## src/rtl/midi_pkg.sv

```systemverilog
// Shared MIDI definitions: line constants, the byte serializer state encoding,
// and the status-byte length decode used by both the transmitter and the receiver.
package midi_pkg;

    localparam int unsigned MIDI_BAUD                 = 31250;
    localparam int unsigned MIDI_DEFAULT_CLKS_PER_BIT = 1600;

    typedef enum logic [1:0] {
        IDLE,
        START,
        DATA,
        STOP
    } tx_state_t;

    // Total message length in bytes (status included) implied by a status byte.
    function automatic logic [1:0] midi_msg_len(input logic [7:0] status);
        logic [1:0] len;
        len = 2'd1;
        case (status[7:4])
            4'h8, 4'h9, 4'hA, 4'hB, 4'hE: len = 2'd3;
            4'hC, 4'hD:                   len = 2'd2;
            4'hF: begin
                case (status[3:0])
                    4'h2:       len = 2'd3;
                    4'h1, 4'h3: len = 2'd2;
                    default:    len = 2'd1;
                endcase
            end
            default: len = 2'd1;
        endcase
        return len;
    endfunction

    function automatic logic is_channel_status(input logic [7:0] status);
        return status[7] && (status[7:4] != 4'hF);
    endfunction

endpackage

```

## src/rtl/midi_tx_if.sv

```systemverilog
// Message handshake between the sequencer (master) and the MIDI transmitter (slave).
interface midi_tx_if;

    logic        msg_valid;
    logic        msg_ready;
    logic [23:0] msg_bytes;

    modport master (
        output msg_valid,
        output msg_bytes,
        input  msg_ready
    );

    modport slave (
        input  msg_valid,
        input  msg_bytes,
        output msg_ready
    );

endinterface

```

## src/rtl/midi_tx_byte.sv

```systemverilog
// Single-byte 8N1 serializer. A load is taken in IDLE or on the final stop-bit
// cycle, so back-to-back bytes leave no gap on the line. CLKS_PER_BIT must be >= 2.
module midi_tx_byte
    import midi_pkg::*;
#(
    parameter int unsigned CLKS_PER_BIT = MIDI_DEFAULT_CLKS_PER_BIT
) (
    input  logic       clk,
    input  logic       rst_n,
    input  logic       load_i,
    input  logic [7:0] byte_i,
    output logic       serial_o,
    output logic       done_o
);

    localparam int unsigned     CNT_W   = (CLKS_PER_BIT > 1) ? $clog2(CLKS_PER_BIT) : 1;
    localparam logic [CNT_W-1:0] CNT_MAX = CNT_W'(CLKS_PER_BIT - 1);
    localparam logic [CNT_W-1:0] CNT_PRE = CNT_W'(CLKS_PER_BIT - 2);

    tx_state_t        state_q;
    logic [CNT_W-1:0] cnt_q;
    logic [2:0]       bit_q;
    logic [7:0]       shift_q;
    logic             serial_q;
    logic             done_q;

    // NOTE: all state uses non-blocking assignments so every register samples
    // pre-edge values; reset is synchronous, so it only takes effect on a clock edge.
    always_ff @(posedge clk) begin
        if (!rst_n) begin
            state_q  <= IDLE;
            cnt_q    <= '0;
            bit_q    <= '0;
            shift_q  <= '0;
            serial_q <= 1'b1;
            done_q   <= 1'b0;
        end else begin
            done_q <= 1'b0;
            case (state_q)
                IDLE: begin
                    serial_q <= 1'b1;
                    if (load_i) begin
                        state_q  <= START;
                        serial_q <= 1'b0;
                        shift_q  <= byte_i;
                        cnt_q    <= '0;
                        bit_q    <= '0;
                    end
                end
                START: begin
                    if (cnt_q == CNT_MAX) begin
                        cnt_q    <= '0;
                        state_q  <= DATA;
                        serial_q <= shift_q[0];
                    end else begin
                        cnt_q <= cnt_q + CNT_W'(1);
                    end
                end
                DATA: begin
                    if (cnt_q == CNT_MAX) begin
                        cnt_q <= '0;
                        if (bit_q == 3'd7) begin
                            state_q  <= STOP;
                            serial_q <= 1'b1;
                        end else begin
                            bit_q    <= bit_q + 3'd1;
                            shift_q  <= {1'b0, shift_q[7:1]};
                            serial_q <= shift_q[1];
                        end
                    end else begin
                        cnt_q <= cnt_q + CNT_W'(1);
                    end
                end
                STOP: begin
                    if (cnt_q == CNT_MAX) begin
                        cnt_q <= '0;
                        bit_q <= '0;
                        if (load_i) begin
                            state_q  <= START;
                            serial_q <= 1'b0;
                            shift_q  <= byte_i;
                        end else begin
                            state_q  <= IDLE;
                            serial_q <= 1'b1;
                        end
                    end else begin
                        cnt_q  <= cnt_q + CNT_W'(1);
                        // Registered pulse lands on the last stop-bit cycle.
                        done_q <= (cnt_q == CNT_PRE);
                    end
                end
                default: state_q <= IDLE;
            endcase
        end
    end

    assign serial_o = serial_q;
    assign done_o   = done_q;

endmodule

```

## src/rtl/midi_tx.sv

```systemverilog
// MIDI 1.0 message transmitter: accepts a 1-3 byte message and sends its bytes
// back to back at 31250 baud. Optional running status: MIDI_TX_RUNNING_STATUS_EN.
module midi_tx
    import midi_pkg::*;
#(
    parameter int unsigned CLKS_PER_BIT = MIDI_DEFAULT_CLKS_PER_BIT
) (
    input  logic        clk,
    input  logic        rst_n,
    midi_tx_if.slave    msg_if,
    output logic        serial_out_o,
    output logic        busy_o,
    output logic        byte_done_o
);

    logic [23:0] msg_q, msg_d;
    logic [1:0]  idx_q, idx_d;
    logic [1:0]  last_idx_q, last_idx_d;
    logic        busy_q, busy_d;
    logic        ready_q, ready_d;

    logic        accept;
    logic [7:0]  status;
    logic [1:0]  first_idx;
    logic        load;
    logic [7:0]  load_byte;
    logic        byte_done;

`ifdef MIDI_TX_RUNNING_STATUS_EN
    logic [7:0]  last_status_q, last_status_d;
`endif

    function automatic logic [7:0] pick_byte(input logic [23:0] msg, input logic [1:0] idx);
        case (idx)
            2'd0:    return msg[7:0];
            2'd1:    return msg[15:8];
            default: return msg[23:16];
        endcase
    endfunction

    // NOTE: every combinational output gets a default first, so no path leaves
    // a signal unassigned and no latch is inferred.
    always_comb begin
        accept     = msg_if.msg_valid && ready_q;
        status     = msg_if.msg_bytes[7:0];
        first_idx  = 2'd0;
        msg_d      = msg_q;
        idx_d      = idx_q;
        last_idx_d = last_idx_q;
        busy_d     = busy_q;
        ready_d    = ready_q;
        load       = 1'b0;
        load_byte  = 8'h00;

`ifdef MIDI_TX_RUNNING_STATUS_EN
        // Channel status repeats are dropped; system common clears the memory,
        // real-time and data bytes leave it untouched.
        last_status_d = last_status_q;
        if (accept) begin
            if (is_channel_status(status)) begin
                if (status == last_status_q) begin
                    first_idx = 2'd1;
                end
                last_status_d = status;
            end else if (status[7:3] == 5'b11110) begin
                last_status_d = '0;
            end
        end
`endif

        if (accept) begin
            msg_d      = msg_if.msg_bytes;
            idx_d      = first_idx;
            last_idx_d = midi_msg_len(status) - 2'd1;
            busy_d     = 1'b1;
            ready_d    = 1'b0;
            load       = 1'b1;
            load_byte  = pick_byte(msg_if.msg_bytes, first_idx);
        end else if (busy_q && byte_done) begin
            if (idx_q == last_idx_q) begin
                busy_d  = 1'b0;
                ready_d = 1'b1;
            end else begin
                idx_d     = idx_q + 2'd1;
                load      = 1'b1;
                load_byte = pick_byte(msg_q, idx_q + 2'd1);
            end
        end
    end

    always_ff @(posedge clk) begin
        if (!rst_n) begin
            msg_q      <= '0;
            idx_q      <= '0;
            last_idx_q <= '0;
            busy_q     <= 1'b0;
            ready_q    <= 1'b1;
        end else begin
            msg_q      <= msg_d;
            idx_q      <= idx_d;
            last_idx_q <= last_idx_d;
            busy_q     <= busy_d;
            ready_q    <= ready_d;
        end
    end

`ifdef MIDI_TX_RUNNING_STATUS_EN
    always_ff @(posedge clk) begin
        if (!rst_n) begin
            last_status_q <= '0;
        end else begin
            last_status_q <= last_status_d;
        end
    end
`endif

    midi_tx_byte #(
        .CLKS_PER_BIT (CLKS_PER_BIT)
    ) u_byte (
        .clk      (clk),
        .rst_n    (rst_n),
        .load_i   (load),
        .byte_i   (load_byte),
        .serial_o (serial_out_o),
        .done_o   (byte_done)
    );

    assign msg_if.msg_ready = ready_q;
    assign busy_o           = busy_q;
    assign byte_done_o      = byte_done;

endmodule

```

## src/flat_wrapper.sv

```systemverilog
// flat-port wrapper written by rule: the top's interface ports become plain ports
module midi_tx_flat import midi_pkg::*;
#(
    parameter int unsigned CLKS_PER_BIT = MIDI_DEFAULT_CLKS_PER_BIT
)
  (clk, rst_n, serial_out_o, busy_o, byte_done_o, msg_if_msg_valid, msg_if_msg_bytes, msg_if_msg_ready);
  midi_tx_if msg_if_i ();
  input  logic clk;
  input  logic rst_n;
  output logic serial_out_o;
  output logic busy_o;
  output logic byte_done_o;
  input wire logic [$bits(msg_if_i.msg_valid)-1:0] msg_if_msg_valid;
  input wire logic [$bits(msg_if_i.msg_bytes)-1:0] msg_if_msg_bytes;
  output wire logic [$bits(msg_if_i.msg_ready)-1:0] msg_if_msg_ready;
  assign msg_if_i.msg_valid = msg_if_msg_valid;
  assign msg_if_i.msg_bytes = msg_if_msg_bytes;
  assign msg_if_msg_ready = msg_if_i.msg_ready;
  midi_tx #(.CLKS_PER_BIT(CLKS_PER_BIT)) u_core (.clk(clk), .rst_n(rst_n), .msg_if(msg_if_i), .serial_out_o(serial_out_o), .busy_o(busy_o), .byte_done_o(byte_done_o));
endmodule
```

## config.mk

```make
export PLATFORM = sky130hd
export DESIGN_NAME = midi_tx_flat
export DESIGN_NICKNAME = d
export VERILOG_FILES = /design/src/rtl/midi_pkg.sv /design/src/rtl/midi_tx_if.sv /design/src/rtl/midi_tx_byte.sv /design/src/rtl/midi_tx.sv /design/src/flat_wrapper.sv
export SDC_FILE = /design/constraint.sdc
export NUM_CORES = 1
export LEC_CHECK = 0
export CAP_MARGIN = 30
export CORE_ASPECT_RATIO = 1.75
export CORE_MARGIN = 2
export CORE_UTILIZATION = 60
export CTS_CLUSTER_DIAMETER = 40
export DETAILED_ROUTE_END_ITERATION = 10
export DONT_BUFFER_PORTS = 1
export PLACE_DENSITY_LB_ADDON = 0.12
export SLEW_MARGIN = 40
export SYNTH_ARGS = -nofsm -noshare
export SYNTH_HDL_FRONTEND = slang
export SYNTH_SLANG_ARGS = --single-unit
```

## constraint.sdc

```tcl
create_clock -name clk -period 4.5 [get_ports clk]
set_input_delay 0.9 -clock clk [delete_from_list [all_inputs] [get_ports clk]]
set_output_delay 0.9 -clock clk [all_outputs]
set_load 0.1 [all_outputs]
```

==> flow_summary.ini <==
[setup_path]
cpPeakStageDelay_ns = 0.55
crit_path_top_delay_cell = or3_2
cp_num_buf_inv = 1
cp_top_family = compound AO/OA/AOI/OAI gates
worst_setup_path_end_kind = flip-flop
cp_max_fo = 9
cp-start-kind = flip-flop
worstPathCellList = inv_1 -> ha_1 -> or3_2 -> o31ai_4 -> o311a_4 -> o211ai_1 -> a21oi_1
cp.arrival_ns = 2.43
required_ns = 4.74
crit_type = reg -> reg

[synthesis]
ys_seq_area_share_pct = 40.4
synth_nets = 378
async_flop_share_pct = 0
ys_warn_count = 0
synth_edf_count = 0
synthCells = 340
synth_common_cells = 77 x nand2_1, 56 x dfxtp_1, 50 x a21oi_1
synth_top_area_cell = dfxtp_1
synth_area_per_cell_um2 = 8.16
synth.most_common_cell = nand2_1
synth_area_mm2 = 0.00278
synth_seq_cells = 56
ys.flop_type = dfxtp_1
ys_types = 53
post-synth-top-area-fraction_pct = 40.4
synth_area_leaders = dfxtp_1 40%, nand2_1 10%, a21oi_1 9.0%

[floorplanning]
ios = 31
placement_rows = 32
dieArea_mm2 = 0.00521
coreArea_mm2 = 0.00444
die-width_um = 55.4
die_y_um = 94.0
initial_core_util_pct = 62.4

[route]
drtPass1Iterations = 5
wl_um = 6390
wl_per_cell_um = 16.6
drc = 0
drt_iter0_markers = 120
final_antenna_net_count = 0
vias = 2385
viasPerCell = 6.21

[place]
port_buffers = 0
place.detailed.hpwl_um = 4650
dp_slack_ns = 2.08
place_congestion = 0.858

[timing]
setup_viol = 0
skew_ns = 0.00875
post-route-min-period_ns = 2.19
tightest_slew_ns = 0.773
drv_slew = 0
min_period_over_period_pct = 48.6
hold_violations = 0
slew_headroom_pct = 48.4
fin_setup_tns_ns = 0
finalWorstSetupSlack_ns = 2.31
rsz0062_at_grt = false
fmax_mhz = 457

[pwr]
p_leak_nw = 1.05
powerDensity_mw_per_mm2 = 455
irDropWorstVdd_mv = 0.354

[flow_run]
drv_cap = 0

[cts]
clock_latency_ns = 0.31
cts_tree = yes
ctsRootBufferMaster = clkbuf_8
numClockSinks = 56
cts_setup_buffers = 0
cts_buffers = 5
clockBufferDepth = 2
path_clk_slew_ns = 0.10
htreeDepth = 2
cts_resized = 0
hold_buffers = 0

[global_route]
grt_pass1_wl_um = 10400
grtUsageTotal_pct = 25.5
antenna_found_initial = 0
grt_max_degree = 31
grt_pass1_vias = 2306
overflow = 0

[layout]
areaGrowthSynthToFinish_pct = 4.55
layout.nets = 370
drive_gt1_share_pct = 8.71
n_antenna_cell = 0

[outcome]
status = completed

[hold_path]
hold_path_class = reg -> reg
-- metrics by stage --
step	area (um2)	utilization (%)	instances	power, mW	hold WS, ns
after floorplan	2780	-	340	0.905	0.429
after global placement	2770	62.3	376	0.967	0.443
after detailed placement	2770	62.4	376	0.973	0.446
after CTS	2890	65.1	384	1.32	0.461
after global routing	2900	65.3	384	1.39	0.479
final	2900	65.3	384	1.32	0.459
-- registers in the layout, summed over array words and instances, names as in the netlist, 2 cells and up --
signal	flops
u_core.idx_q	2
u_core.u_byte.shift_q	8
u_core.msg_q	24
u_core.u_byte.state_q	2
u_core.last_idx_q	2
u_core.u_byte.cnt_q	11
u_core.u_byte.bit_q	3
-- kinds of logic (layout without fill, tap and decap cells) --
logic type	count (synthesis)	after routing	synth area share (%)
xor+xnor	3	3	0.947
compound gates	100	100	25.0
mux	2	2	0.721
simple gates	140	140	23.2
fa+ha+maj	11	11	4.96
buf+inv	28	21	4.73
flops	56	56	40.4
-- power by group --
group / leakage, nW / switching [mW] / internal, mW
combinational: 0.534 / 0.230 / 0.137
sequential: 0.457 / 0.0628 / 0.539
clock: 0.0614 / 0.168 / 0.182
-- tightest hold or removal path, delay by kind of cell (launching register included) --
| kind | cells | cell delay (ns) |
|---|---|---|
| DFF | 1 | 0.32 |
| and+or+nand+nor | 1 | 0.05 |
| AOI/OAI and AO/OA | 1 | 0.05 |
-- worst paths after layout --
| path | startpoint | to | slack [ns] | cells after the start |
|---|---|---|---|---|
| worst max-delay path | u_core.u_byte.state_q[0] | u_core.u_byte.shift_q[4] | 2.31 | 7 |
| worst min-delay path | u_core.msg_q[22] | u_core.msg_q[22] | 0.46 | 2 |
| worst max register to register | u_core.u_byte.state_q[0] | u_core.u_byte.shift_q[4] | 2.31 | 7 |
| worst min register to register | u_core.msg_q[22] | u_core.msg_q[22] | 0.46 | 2 |
-- cell type report --
| type | instances | area, um2 |
|---|---|---|
| clock buffer | 6 | 82.6 |
| multi-input combinational | 256 | 1530 |
| sequential | 56 | 1120 |
| clock inverter | 2 | 38.8 |
| fill | 396 | 1540 |
| inverter | 10 | 37.5 |
| tap | 51 | 63.8 |
| timing repair buffer | 3 | 22.5 |
-- metal layers --
| metal | vias to the layer above | part of all wire, % | track usage [%] |
|---|---|---|---|
| met5 | - | 0 | 0 |
| met4 | 0 | 2.8 | 11.0 |
| met3 | 13 | 3.7 | 4.13 |
| met2 | 66 | 54 | 49.4 |
| met1 | 1118 | 39 | 26.3 |
| li1 | 1188 | - | - |
-- layout by cell type (no fill, tap or decap), drive strengths merged, types with 8 or more instances in the layout --
cell    Yosys  final
inv        10     10
nor2       18     18
o21ai       9      9
a221oi      8      8
ha         11     11
a21oi      51     51
dfxtp      56     56
nand2      77     77
(Power assumes the default switching activity.)
